===== config.mk =====
export PLATFORM = sky130hd
export DESIGN_NAME = drive_ramp_ctrl
export DESIGN_NICKNAME = d
export VERILOG_FILES = /design/src/rtl/drive_ramp_ctrl.sv
export SDC_FILE = /design/constraint.sdc
export NUM_CORES = 1
export LEC_CHECK = 0
export CAP_MARGIN = 20
export CORE_ASPECT_RATIO = 0.8
export CORE_MARGIN = 1.5
export CORE_UTILIZATION = 41
export CTS_CLUSTER_DIAMETER = 200
export DETAILED_ROUTE_END_ITERATION = 10
export PLACE_DENSITY = 0.68
export SYNTH_ARGS = -nofsm -noshare
export SYNTH_HDL_FRONTEND = slang
export SYNTH_SLANG_ARGS = --single-unit

===== constraint.sdc =====
create_clock -name CLK_50M -period 6.7 [get_ports CLK_50M]
set_clock_uncertainty 0.05 [all_clocks]
set_input_delay 0.67 -clock CLK_50M [delete_from_list [all_inputs] [get_ports CLK_50M]]
set_output_delay 0.67 -clock CLK_50M [all_outputs]
set_load 0.02 [all_outputs]

===== src/rtl/drive_ramp_ctrl.sv =====
// drive_ramp_ctrl: CH-channel PWM motor drive. Duty ramps toward a latched
// per-channel target by RAMP_STEP on each prescaler tick.
// Ports: CLK_50M/Reset (async, active-low), cmd/cmd_valid/tgt_bus (mode and
// target latch), pwm_out, duty_bus (current duty), busy, state_o.
// Optional: define DRIVE_RAMP_WATCHDOG_EN to add a command watchdog
// (WDT_TICKS ticks without cmd_valid forces STOP) and the wdt_trip output.
module drive_ramp_ctrl #(
  parameter int CH        = 2,
  parameter int PWM_BITS  = 10,
  parameter int TICK_DIV  = 50000,
  parameter int RAMP_STEP = 8,
  parameter int WDT_TICKS = 500
) (
  input  logic                   CLK_50M,
  input  logic                   Reset,
  input  logic [1:0]             cmd,
  input  logic                   cmd_valid,
  input  logic [CH*PWM_BITS-1:0] tgt_bus,
  output logic [CH-1:0]          pwm_out,
  output logic [CH*PWM_BITS-1:0] duty_bus,
  output logic                   busy,
  output logic [1:0]             state_o
`ifdef DRIVE_RAMP_WATCHDOG_EN
  ,
  output logic                   wdt_trip
`endif
);

  localparam int PW = PWM_BITS;
  localparam int TW = (TICK_DIV > 1) ? $clog2(TICK_DIV) : 1;

  localparam logic [1:0] M_STOP  = 2'b00;
  localparam logic [1:0] M_RUN   = 2'b01;
  localparam logic [1:0] M_BRAKE = 2'b10;
  localparam logic [1:0] M_HOLD  = 2'b11;

  localparam logic [1:0] S_IDLE   = 2'b00;
  localparam logic [1:0] S_RAMP   = 2'b01;
  localparam logic [1:0] S_AT     = 2'b10;
  localparam logic [1:0] S_FROZEN = 2'b11;

  localparam logic [PW:0]   STEP    = (PW+1)'(RAMP_STEP);
  localparam logic [PW-1:0] PC_LAST = PW'((1 << PW) - 2);
  localparam logic [TW-1:0] PRE_END = TW'(TICK_DIV - 1);

  logic [TW-1:0] pre_q, pre_d;
  logic          tick;
  logic [PW-1:0] pc_q, pc_d;
  logic [1:0]    mode_q, mode_d;
  logic [1:0]    state_q, state_d;
  logic [PW-1:0] tgt_q [CH];
  logic [PW-1:0] tgt_d [CH];
  logic [PW-1:0] cur_q [CH];
  logic [PW-1:0] cur_d [CH];
  logic [PW-1:0] sh_q  [CH];
  logic [PW-1:0] sh_d  [CH];
  logic [CH-1:0] pwm_q, pwm_d;
  logic          brake;
  logic          all_zero;
  logic          any_diff;
  logic [PW:0]   c1, e1, up;
  logic [PW-1:0] e_n, cmpv;

  assign tick = (pre_q == PRE_END);

  always_comb begin
    pre_d = tick ? '0 : pre_q + TW'(1);
    pc_d  = (pc_q == PC_LAST) ? '0 : pc_q + PW'(1);
  end

`ifdef DRIVE_RAMP_WATCHDOG_EN
  localparam int WW = $clog2(WDT_TICKS + 1);
  localparam logic [WW-1:0] WDT_MAX = WW'(WDT_TICKS);
  logic [WW-1:0] wdt_q, wdt_d;
  assign wdt_trip = (wdt_q == WDT_MAX);
`else
  logic unused_wdt;
  assign unused_wdt = ^WDT_TICKS;
`endif

  // Command latch. BRAKE is stored as STOP: its only extra effect is
  // the one-cycle zeroing of every channel.
  always_comb begin
    mode_d = mode_q;
    brake  = 1'b0;
    for (int i = 0; i < CH; i++) tgt_d[i] = tgt_q[i];
    if (cmd_valid) begin
      brake  = (cmd == M_BRAKE);
      mode_d = brake ? M_STOP : cmd;
      if (cmd == M_RUN)
        for (int i = 0; i < CH; i++)
          tgt_d[i] = tgt_bus[i*PW +: PW];
    end
`ifdef DRIVE_RAMP_WATCHDOG_EN
    wdt_d = wdt_q;
    if (cmd_valid)
      wdt_d = '0;
    else if (tick && wdt_q != WDT_MAX)
      wdt_d = wdt_q + WW'(1);
    // Expiry keeps forcing STOP (also over HOLD) until a new command.
    if (!cmd_valid && wdt_d == WDT_MAX)
      mode_d = M_STOP;
`endif
  end

  // Ramp step uses the current (old) mode/target; FSM summary uses the
  // next-cycle values.
  always_comb begin
    all_zero = 1'b1;
    any_diff = 1'b0;
    c1  = '0;
    e1  = '0;
    up  = '0;
    e_n = '0;
    for (int i = 0; i < CH; i++) begin
      c1 = {1'b0, cur_q[i]};
      e1 = (mode_q == M_RUN) ? {1'b0, tgt_q[i]} : '0;
      up = c1 + STEP;
      cur_d[i] = cur_q[i];
      if (tick && (mode_q == M_RUN || mode_q == M_STOP)) begin
        if (c1 < e1)
          cur_d[i] = (up >= e1) ? e1[PW-1:0] : up[PW-1:0];
        else if (c1 > e1)
          cur_d[i] = (c1 <= e1 + STEP) ? e1[PW-1:0]
                                       : c1[PW-1:0] - STEP[PW-1:0];
      end
      if (brake) cur_d[i] = '0;
      e_n = (mode_d == M_RUN) ? tgt_d[i] : '0;
      if (cur_d[i] != '0 || e_n != '0) all_zero = 1'b0;
      if (cur_d[i] != e_n) any_diff = 1'b1;
    end
  end

  always_comb begin
    if (mode_d == M_HOLD)
      state_d = S_FROZEN;
    else if (all_zero)
      state_d = S_IDLE;
    else if (any_diff)
      state_d = S_RAMP;
    else
      state_d = S_AT;
  end

  // At counter 0 the compare uses the freshly loaded duty so each
  // period is aligned to the counter wrap.
  always_comb begin
    cmpv = '0;
    for (int i = 0; i < CH; i++) begin
      cmpv     = (pc_q == '0) ? cur_q[i] : sh_q[i];
      sh_d[i]  = cmpv;
      pwm_d[i] = (pc_q < cmpv);
    end
  end

  always_ff @(posedge CLK_50M or negedge Reset) begin
    if (!Reset) begin
      pre_q   <= '0;
      pc_q    <= '0;
      mode_q  <= M_STOP;
      state_q <= S_IDLE;
      pwm_q   <= '0;
      for (int i = 0; i < CH; i++) begin
        tgt_q[i] <= '0;
        cur_q[i] <= '0;
        sh_q[i]  <= '0;
      end
`ifdef DRIVE_RAMP_WATCHDOG_EN
      wdt_q <= '0;
`endif
    end else begin
      pre_q   <= pre_d;
      pc_q    <= pc_d;
      mode_q  <= mode_d;
      state_q <= state_d;
      pwm_q   <= pwm_d;
      for (int i = 0; i < CH; i++) begin
        tgt_q[i] <= tgt_d[i];
        cur_q[i] <= cur_d[i];
        sh_q[i]  <= sh_d[i];
      end
`ifdef DRIVE_RAMP_WATCHDOG_EN
      wdt_q <= wdt_d;
`endif
    end
  end

  always_comb begin
    for (int i = 0; i < CH; i++)
      duty_bus[i*PW +: PW] = cur_q[i];
  end

  assign pwm_out = pwm_q;
  assign busy    = (state_q == S_RAMP);
  assign state_o = state_q;

endmodule


==> flow_summary.toml, run 1 <==
[sta]
slew_headroom_pct = 27.8
fin_crit_ns = 5.52
fin_crit_sh_pct = 82.4
worstMarginPinSlew_ns = 1.08
final.setup.tns_ns = 0
slew_violations = 0
setup_violations = 0
max_freq_ghz = 0.181
rsz0062_at_grt = "false"
timing_hold_violations_final = 0

[floorplan]
start_util_pct = 42.0
die_w_um = 159
die_y_um = 128
coreArea_um2 = 19000
dieArea_um2 = 20300
core.rowCount = 45
ios = 50

[routing]
via_per_inst = 5.97
route.detailed.drc = 0
wl_mm = 24.2
vias = 7368
wl_per_cell_um = 19.6
postRouteAntennaNets = 0
drt_first_iter_violations = 775
firstDrtPassIters = 6

[synthesis]
synth_xor_area_share_pct = 5.04
yosys_register_bits = 92
yosysMostFrequentCell = "nand2_1"
synth_fa_ha_area_share_pct = 11.9
muxShareOfSynthArea_pct = 6.06
synth_edf_count = 0
syn-cell-area_um2 = 7990
synth_common_cells = "nand2_1, dfrtp_1, ha_1"
ys_dominant_reg_cell = "dfrtp_1"
synth_cell_type_count = 88
synth_compound_area_share_pct = 19.6
yosysSeqAreaShare_pct = 28.8
ys_async_sr_fraction_pct = 100
post_synth.cell_area_avg_um2 = 8.43
synth_top_area_share_pct = 28.8
synth_top_area_cell = "dfrtp_1"
synth-simple-area-share_pct = 23.6
syn_inst = 948
synth_top_family_by_area = "simple AND/OR/NAND/NOR gates"
ys_warn_count = 0
syn_nets = 1049
synthTopCellsByArea = "dfrtp_1, ha_1, nand2_1"

[status]
status = "finished clean"

[cells_and_area]
fin_nets = 1072
post-route-cell-area_um2 = 8970
diodes = 0
layout-drive-gt1-share_pct = 6.05
final_util_pct = 47.1
area_growth_syn_to_layout_pct = 12.3
fillerInstances = 1888

[placement]
io_buffers = 49
place_congestion = 0.925
dp_hpwl_mm = 18.0
dpl-instance-area_um2 = 8690

[clocking]
cts_tree = "yes"
clk_latency_ns = 0.34
htree_num_levels = 3
post_cts_resized = 0
cts-buffers-inserted = 9
clk_pin_slew_ns = 0.07
root_buffer = "clkbuf_16"
holdBufCountCts = 0
cts_max_path_buffers = 2
clkSinkCount = 92
cts_setup_buffers = 0

[grt]
grt_usage_pct = 24.3
grt_pass1_wl_mm = 39.4
antenna_found_initial = 0
gr-total-overflow = 0
grt_max_degree = 74
grt_pass1_vias = 6976

[worst_setup_path]
end_kind = "flip-flop"
worstSetupPathType = "reg -> reg"
crit_arrival_ns = 5.71
critPathTopFamily = "simple AND/OR/NAND/NOR gates"
critPathSlowestCell = "nor4b_1"
crit_required_ns = 6.89
worstSetupStartpointType = "flip-flop"
path_buf_inv = 3
crit_fanout = 16
cpMostUsedCell = "nand2_1"
cp_slowest_stage_delay_ns = 0.58
path_cells = "nor2b_2 -> buf_4 -> nand2_1 -> inv_1 -> ha_1 -> and3_1 -> nand3_1 -> xnor2_1 -> nand2_1 -> ha_1 -> nand4_1 -> or3_1 -> o21ai_0 -> a311oi_2 -> buf_4 -> mux2i_1 -> nor4b_1 -> or2_2 -> nand2_1 -> or4_1 -> or3_1 -> a32o_2"

[min_path]
hp-class = "in -> async"

[pwr]
total_power_mw = 1.62
p_leak_nw = 4.13
ir_worst_vdd_mv = 0.121
power_density_nw_per_um2 = 181

[flow_run]
drv_cap = 0
==> final cells by class <==
class                           count  area [um2]  area share [%]
Multi-Input combinational cell    756        5300            59.1
Sequential cell                    92        2300            25.7
Timing Repair Buffer               58         556            6.19
Tap cell                          258         323            3.60
Clock buffer                       10         229            2.55
Inverter                           54         204            2.27
Clock inverter                      6        55.1           0.614
==> worst reg2reg max path, delay by kind of cell (launching register included) <==
kind	cells	cell delay, ns
simple gates	12	2.53
compound gates	3	0.93
buf+inv	3	0.71
fa+ha+maj	2	0.52
flops	1	0.46
xor+xnor	1	0.15
mux	1	0.09
==> power breakdown <==
group	switching [mW]	internal [mW]	total, mW
Clock	0.231	0.260	0.491
Combinational	0.330	0.189	0.519
Sequential	0.0323	0.580	0.612
Total	0.593	1.03	1.62
==> flip-flops by register name, indices dropped and copies added, names as in the netlist <==
register  count
duty_bus     20
mode_q        2
pc_q         10
pre_q        16
pwm_out       2
sh_q         20
state_o       2
tgt_q        20
==> cell families (layout without fill, tap and decap cells) <==
group,count (synthesis),count (layout)
adder cells (fa/ha/maj),76,76
AND/OR/NAND/NOR,369,369
multiplexers,47,47
AO/OA/AOI/OAI,218,218
flip-flops,92,92
buffers and inverters,100,128
XOR/XNOR,46,46
==> through the flow <==
step | worst slack [ns] | hold slack, ns | cells
floorplan | 1.85 | 0.324 | 948
finish | 1.18 | 0.139 | 1234
global placement | 1.45 | 0.397 | 1218
CTS | 1.27 | 0.137 | 1234
global route | 0.771 | 0.148 | 1234
detailed placement | 1.30 | 0.404 | 1218
==> routing by layer <==
layer  global-route usage, %  part of all wire, %  up-vias
met5                       0                    0        -
met3                    4.92                  8.4       20
met4                    4.05                  1.0        0
met2                    35.6                   41      306
li1                        -                    -     3512
met1                    37.0                   50     3530
==> cell usage in the layout, fill, tap and decap left out, types with 13 or more instances in the layout <==
| master | netlist | routed |
|---|---|---|
| and3_1 | 14 | 14 |
| xnor2_1 | 24 | 24 |
| mux2i_1 | 39 | 39 |
| o21ai_0 | 34 | 34 |
| dfrtp_1 | 92 | 92 |
| ha_1 | 76 | 76 |
| a22oi_1 | 17 | 17 |
| xor2_1 | 22 | 22 |
| inv_1 | 53 | 53 |
| a21oi_1 | 36 | 36 |
| a211oi_1 | 13 | 13 |
| nand3_1 | 51 | 51 |
| nor2_1 | 70 | 70 |
| nand2_1 | 107 | 107 |
| nor3_1 | 17 | 17 |
| clkdlybuf4s50_1 | 0 | 48 |
==> path summary, 6_finish.rpt <==
kind,startpoint,to,slack (ns),depth (start not counted)
setup / recovery,mode_q[1],state_o[1],1.18,22
hold / removal,Reset,pre_q[8],0.14,1
setup reg to reg,mode_q[1],state_o[1],1.18,22
hold reg to reg,pre_q[0],pre_q[0],0.41,1
max in group asynchronous,Reset,tgt_q[10],5.25,2
min in group CLK_50M,pre_q[0],pre_q[0],0.41,1
No activity file was read; power rests on OpenSTA's default activity.
==> run 2: changes to the inputs <==
--- a/config.mk
+++ b/config.mk
@@ -11,7 +11,7 @@
 export CORE_UTILIZATION = 41
 export CTS_CLUSTER_DIAMETER = 200
 export DETAILED_ROUTE_END_ITERATION = 10
-export PLACE_DENSITY = 0.68
+export PLACE_DENSITY = 0.7
 export SYNTH_ARGS = -nofsm -noshare
 export SYNTH_HDL_FRONTEND = slang
 export SYNTH_SLANG_ARGS = --single-unit
==> constraint.sdc (replaced) <==
create_clock -name CLK_50M -period 4.5 [get_ports CLK_50M]
set_clock_uncertainty 0.05 [all_clocks]
set_input_delay 0.45 -clock CLK_50M [delete_from_list [all_inputs] [get_ports CLK_50M]]
set_output_delay 0.45 -clock CLK_50M [all_outputs]
set_load 0.02 [all_outputs]
==> run 2 against run 1 <==
Sequential share of layout area is 3.3 points lower. Utilization up 7.1 points. Register-to-register slack got worse by 1.2 ns. Fmax rose by 23%. Critical path depth unchanged. Flip-flop and latch count is the same.
==> flow_summary.toml, run 2 (same netlist as run 1, synthesis figures left out) <==
[pwr]
total_power_mw = 2.72
p_leak_nw = 4.87
ir_worst_vdd_mv = 0.189
power_density_nw_per_um2 = 264

[worst_setup_path]
crit_arrival_ns = 4.69
r2r-end = "state_o[1]"
crit_required_ns = 4.69
worstSetupStartpointType = "flip-flop"
reg2reg_depth = 22
end_kind = "flip-flop"
r2r_setup_slack_ns = 0.008
crit_fanout = 6
worstSetupPathType = "reg -> reg"
crit_start = "mode_q[1]"
endpoint = "state_o[1]"
r2r-start = "mode_q[1]"

[grt]
grt_max_degree = 63
gr-total-overflow = 0
grt_pass1_vias = 7601
antenna_found_initial = 0
grt_pass1_wl_mm = 42.4
grt_usage_pct = 26.6

[cells_and_area]
fin_nets = 1207
fillerInstances = 1751
final_cell_mix = "buf_4, nand2_1, dfrtp_1"
area_growth_syn_to_layout_pct = 29.1
multiInputGateArea_um2 = 5610
final_util_pct = 54.2
layout-drive-gt1-share_pct = 21.3
regArea_um2 = 2300
post-route-cell-area_um2 = 10300
diodes = 0
layout_commonest_cell = "buf_4"

[floorplan]
dieArea_um2 = 20300
coreArea_um2 = 19000
core.rowCount = 45
die_w_um = 159
ios = 50
die_y_um = 128
start_util_pct = 42.0

[sta]
fin_crit_sh_pct = 99.8
setup_ws_ns = 0.00843
max_freq_ghz = 0.223
slew_headroom_pct = 47.6
worstMarginPinSlew_ns = 0.785
holdWs_ns = 0.131
rsz0062_at_grt = "true"
setup_violations = 0
fin_crit_ns = 4.49
timing_hold_violations_final = 0
slew_violations = 0

[routing]
wl_per_cell_um = 20.0
wl_mm = 27.4
firstDrtPassIters = 6
drt_first_iter_violations = 1036
via_per_inst = 5.94
postRouteAntennaNets = 0
vias = 8134
route.detailed.drc = 0

[clocking]
holdBufCountCts = 0
htree_num_levels = 3
clk_pin_slew_ns = 0.08
root_buffer = "clkbuf_16"
clk_latency_ns = 0.35
cts_tree = "yes"
clkSinkCount = 92
cts_max_path_buffers = 2
cts-buffers-inserted = 9

[status]
status = "finished clean"

[placement]
place_congestion = 0.950
io_buffers = 49
pre_cts_ws_ns = -0.276
dp_hpwl_mm = 20.6
dpl-instance-area_um2 = 9660

[min_path]
hp-class = "in -> async"

[flow_run]
drv_cap = 0
-- run 2: changes by cell type in the layout (fill, tap and decap cells not counted), sizes merged --
| cell | change |
|---|---|
| clkinvlp | -1 |
| clkbuf | -1 |
| clkinv | +2 |
| buf | +135 |
-- run 2: stage by stage --
| step | TNS [ns] | std cells |
|---|---|---|
| 6_report | 0 | 1369 |
| 5_1_grt | -0.216 | 1369 |
| 4_1_cts | -0.163 | 1363 |
| 3_5_place_dp | -0.332 | 1343 |
| 3_3_place_gp | -0.212 | 1343 |
| 2_1_floorplan | -0.0146 | 948 |
-- run 2: worst max-delay path: stages, from the launching register on --
cell and delay (ns):
dfrtp_1 0.41, nor2b_4 0.17, buf_6 0.14, nand2_2 0.06, inv_2 0.08, ha_4 0.13, and3_4 0.21, nand3_4 0.08
xnor2_2 0.13, nand2_1 0.11, ha_4 0.28, nand4_1 0.09, or3_1 0.34, o21ai_2 0.09, a311oi_4 0.08, buf_4 0.20
a21boi_0 0.12, o31a_1 0.33, nand2_1 0.08, a21oi_1 0.09, or4_1 0.52, or3_1 0.36, a32o_2 0.24
-- run 2: cell type report --
cell class,instances,share of cell area [%]
Sequential cell,92,22.3
Tap cell,258,3.13
Clock buffer,9,2.18
Inverter,54,1.98
Timing Repair Buffer,193,15.4
Multi-Input combinational cell,756,54.4
Clock inverter,7,0.534
-- run 2: layer usage --
metal | up-vias | track usage (%) | part of all wire [%]
met2 | 422 | 39.7 | 42
met1 | 3887 | 38.4 | 45
li1 | 3780 | - | -
met5 | - | 0 | 0
met4 | 0 | 5.99 | 1.9
met3 | 45 | 6.99 | 11
-- run 2: worst min-delay path by stage --
stage	end	slack, ns	cells past startpoint
2_1_floorplan	duty_bus[0]	0.10	0
3_3_place_gp	pre_q[0]	0.40	1
6_report	pre_q[9]	0.13	1
4_1_cts	pre_q[9]	0.16	1
5_1_grt	pre_q[9]	0.20	1
3_5_place_dp	pre_q[0]	0.41	1
-- run 2: repair_timing --
action                                  4_1_cts  5_1_grt
resized for setup                            27       33
gates cloned                                  0        1
setup buffers                                 5        5
endpoints found under the setup margin        2        2
pin swaps                                    16       18
-- run 2: power breakdown --
part	total, mW	internal, mW	switching, mW
logic	1.06	0.472	0.584
registers	0.913	0.863	0.0494
clock network	0.752	0.384	0.369
==> run 3: changes to the inputs <==
--- a/config.mk
+++ b/config.mk
@@ -11,7 +11,7 @@
 export CORE_UTILIZATION = 41
 export CTS_CLUSTER_DIAMETER = 200
 export DETAILED_ROUTE_END_ITERATION = 10
-export PLACE_DENSITY = 0.7
+export PLACE_DENSITY = 0.68
 export SYNTH_ARGS = -nofsm -noshare
 export SYNTH_HDL_FRONTEND = slang
 export SYNTH_SLANG_ARGS = --single-unit
==> constraint.sdc (replaced) <==
create_clock -name CLK_50M -period 4.7 [get_ports CLK_50M]
set_clock_uncertainty 0.05 [all_clocks]
set_input_delay 0.47 -clock CLK_50M [delete_from_list [all_inputs] [get_ports CLK_50M]]
set_output_delay 0.47 -clock CLK_50M [all_outputs]
set_load 0.02 [all_outputs]
==> run 3 against run 2 <==
Combinational power down 12%. Final cell count down 2.6%. Power down 3.7%. Utilization down 2.1 points. Highest routed layer unchanged.
==> flow_summary.toml, run 3 (same netlist as run 1, synthesis figures left out) <==
[clocking]
htree_num_levels = 3
clk_latency_ns = 0.36
cts_max_path_buffers = 2
root_buffer = "clkbuf_16"
cts-buffers-inserted = 9
clk_pin_slew_ns = 0.07
clkSinkCount = 92
cts_tree = "yes"

[floorplan]
core.rowCount = 45
ios = 50
die_y_um = 128
die_w_um = 159
start_util_pct = 42.0
coreArea_um2 = 19000
dieArea_um2 = 20300

[flow_run]
drv_cap = 0

[worst_setup_path]
crit_arrival_ns = 4.86
r2r-start = "mode_q[1]"
path_cells = "nor2b_4 -> buf_4 -> buf_4 -> nand2_1 -> ha_2 -> and3b_1 -> a2111oi_1 -> buf_4 -> o311ai_2 -> and2_4 -> buf_4 -> mux2i_1 -> o22ai_1 -> o311ai_0 -> a2111oi_0 -> nand4_1 -> nor3_4 -> a32o_2"
path_depth = 18
r2r-end = "state_o[1]"
reg2reg_depth = 18
crit_required_ns = 4.94
critPathTopFamily = "compound AO/OA/AOI/OAI gates"
critPathSlowestCell = "a2111oi_0"
crit_start = "mode_q[1]"
path_buf_inv = 4
cp_slowest_stage_delay_ns = 0.51
worstSetupPathType = "reg -> reg"
worstSetupStartpointType = "flip-flop"
end_kind = "flip-flop"
endpoint = "state_o[1]"
cpMostUsedCell = "buf_4"
crit_fanout = 12
r2r_setup_slack_ns = 0.08

[sta]
max_freq_ghz = 0.216
slew_headroom_pct = 35.8
slew_violations = 0
final.setup.tns_ns = 0
fin_crit_sh_pct = 98.4
setup_violations = 0
rsz0062_at_grt = "true"
fin_crit_ns = 4.62
timing_hold_violations_final = 0
worstMarginPinSlew_ns = 0.960

[pwr]
pwr-share-clk_pct = 31.2
power_density_nw_per_um2 = 264
p_leak_nw = 4.68
netSwitchingFraction_pct = 34.8
power.share.sequential_pct = 33.3
p_int_mw = 1.71
comb_power_share_pct = 35.5
p_sw_uw = 910
ir_worst_vdd_mv = 0.207

[grt]
grt_max_degree = 67
grt_usage_pct = 26.7
grt_pass1_wl_mm = 42.5
gr-total-overflow = 0
antenna_found_initial = 0
grt_pass1_vias = 7600

[routing]
wl_per_cell_um = 20.0
route.detailed.drc = 0
vias = 7892
postRouteAntennaNets = 0
drt_first_iter_violations = 867
via_per_inst = 5.92
wl_mm = 26.7
firstDrtPassIters = 7

[cells_and_area]
diodes = 0
layout_commonest_cell = "buf_4"
layout-drive-gt1-share_pct = 16.7
fin_nets = 1172
layout.cells.non_filler = 1334
final_cell_mix = "buf_4, nand2_1, dfrtp_1"
area_growth_syn_to_layout_pct = 24.0
final_util_pct = 52.1

[status]
status = "finished clean"

[min_path]
hp-class = "in -> async"

[placement]
dp.cells = 1314
dp_hpwl_mm = 20.5
io_buffers = 49
place_congestion = 0.976
-- run 3: cell count changes in the layout (fill, tap and decap cells not counted), moves of 3 or more --
| cell | change |
|---|---|
| buf_4 | -33 |
| ha_4 | -4 |
| nand3_1 | +3 |
| nand2_1 | +3 |
-- run 3: timing repair --
item	in CTS	in global routing
gates resized for setup	6	26
setup endpoints to repair	2	2
hold buffers	0	0
setup buffers	0	4
pin swaps	1	9
-- run 3: through the flow --
| stage | area, um2 | setup WS [ns] | power (mW) | hold slack, ns |
|---|---|---|---|---|
| global route | 9910 | -0.0779 | 2.74 | 0.234 |
| finish | 9910 | 0.0769 | 2.62 | 0.162 |
| floorplan | 8000 | 0.0378 | 1.39 | 0.124 |
| CTS | 9780 | 0.0316 | 2.57 | 0.200 |
| detailed placement | 9410 | -0.119 | 1.74 | 0.405 |
| global placement | 9410 | 0.0240 | 1.74 | 0.393 |
-- run 3: final cells by class --
class / count / area (um2)
tap: 258 / 323
fill: 1824 / 9120
inverter: 54 / 204
sequential: 92 / 2300
clock buffer: 10 / 239
clock inverter: 6 / 92.6
timing repair buffer: 158 / 1310
multi-input combinational: 756 / 5430
-- run 3: worst min-delay path by stage --
stage | startpoint | endpoint | depth (start not counted)
6_report | Reset | pre_q[13] | 1
5_1_grt | Reset | pre_q[11] | 1
4_1_cts | Reset | duty_bus[14] | 1
3_5_place_dp | pre_q[0] | pre_q[0] | 1
3_3_place_gp | pre_q[0] | pre_q[0] | 1
2_1_floorplan | Reset | duty_bus[0] | 0
-- run 3: power by group through the flow --
stage / Combinational (mW) / Sequential (mW) / Clock, mW
6_report: 0.930 / 0.872 / 0.817
5_1_grt: 1.00 / 0.876 / 0.864
2_1_floorplan: 0.524 / 0.870 / 0
3_5_place_dp: 0.859 / 0.884 / 0
4_1_cts: 0.872 / 0.870 / 0.830
3_3_place_gp: 0.856 / 0.884 / 0
-- run 3: routing by layer --
metal	vias to the layer above	track usage (%)	wire, um
met5	-	0	0
met4	0	6.49	443
met3	46	7.15	2850
met2	411	39.3	11100
li1	3705	-	-
met1	3730	38.6	12300
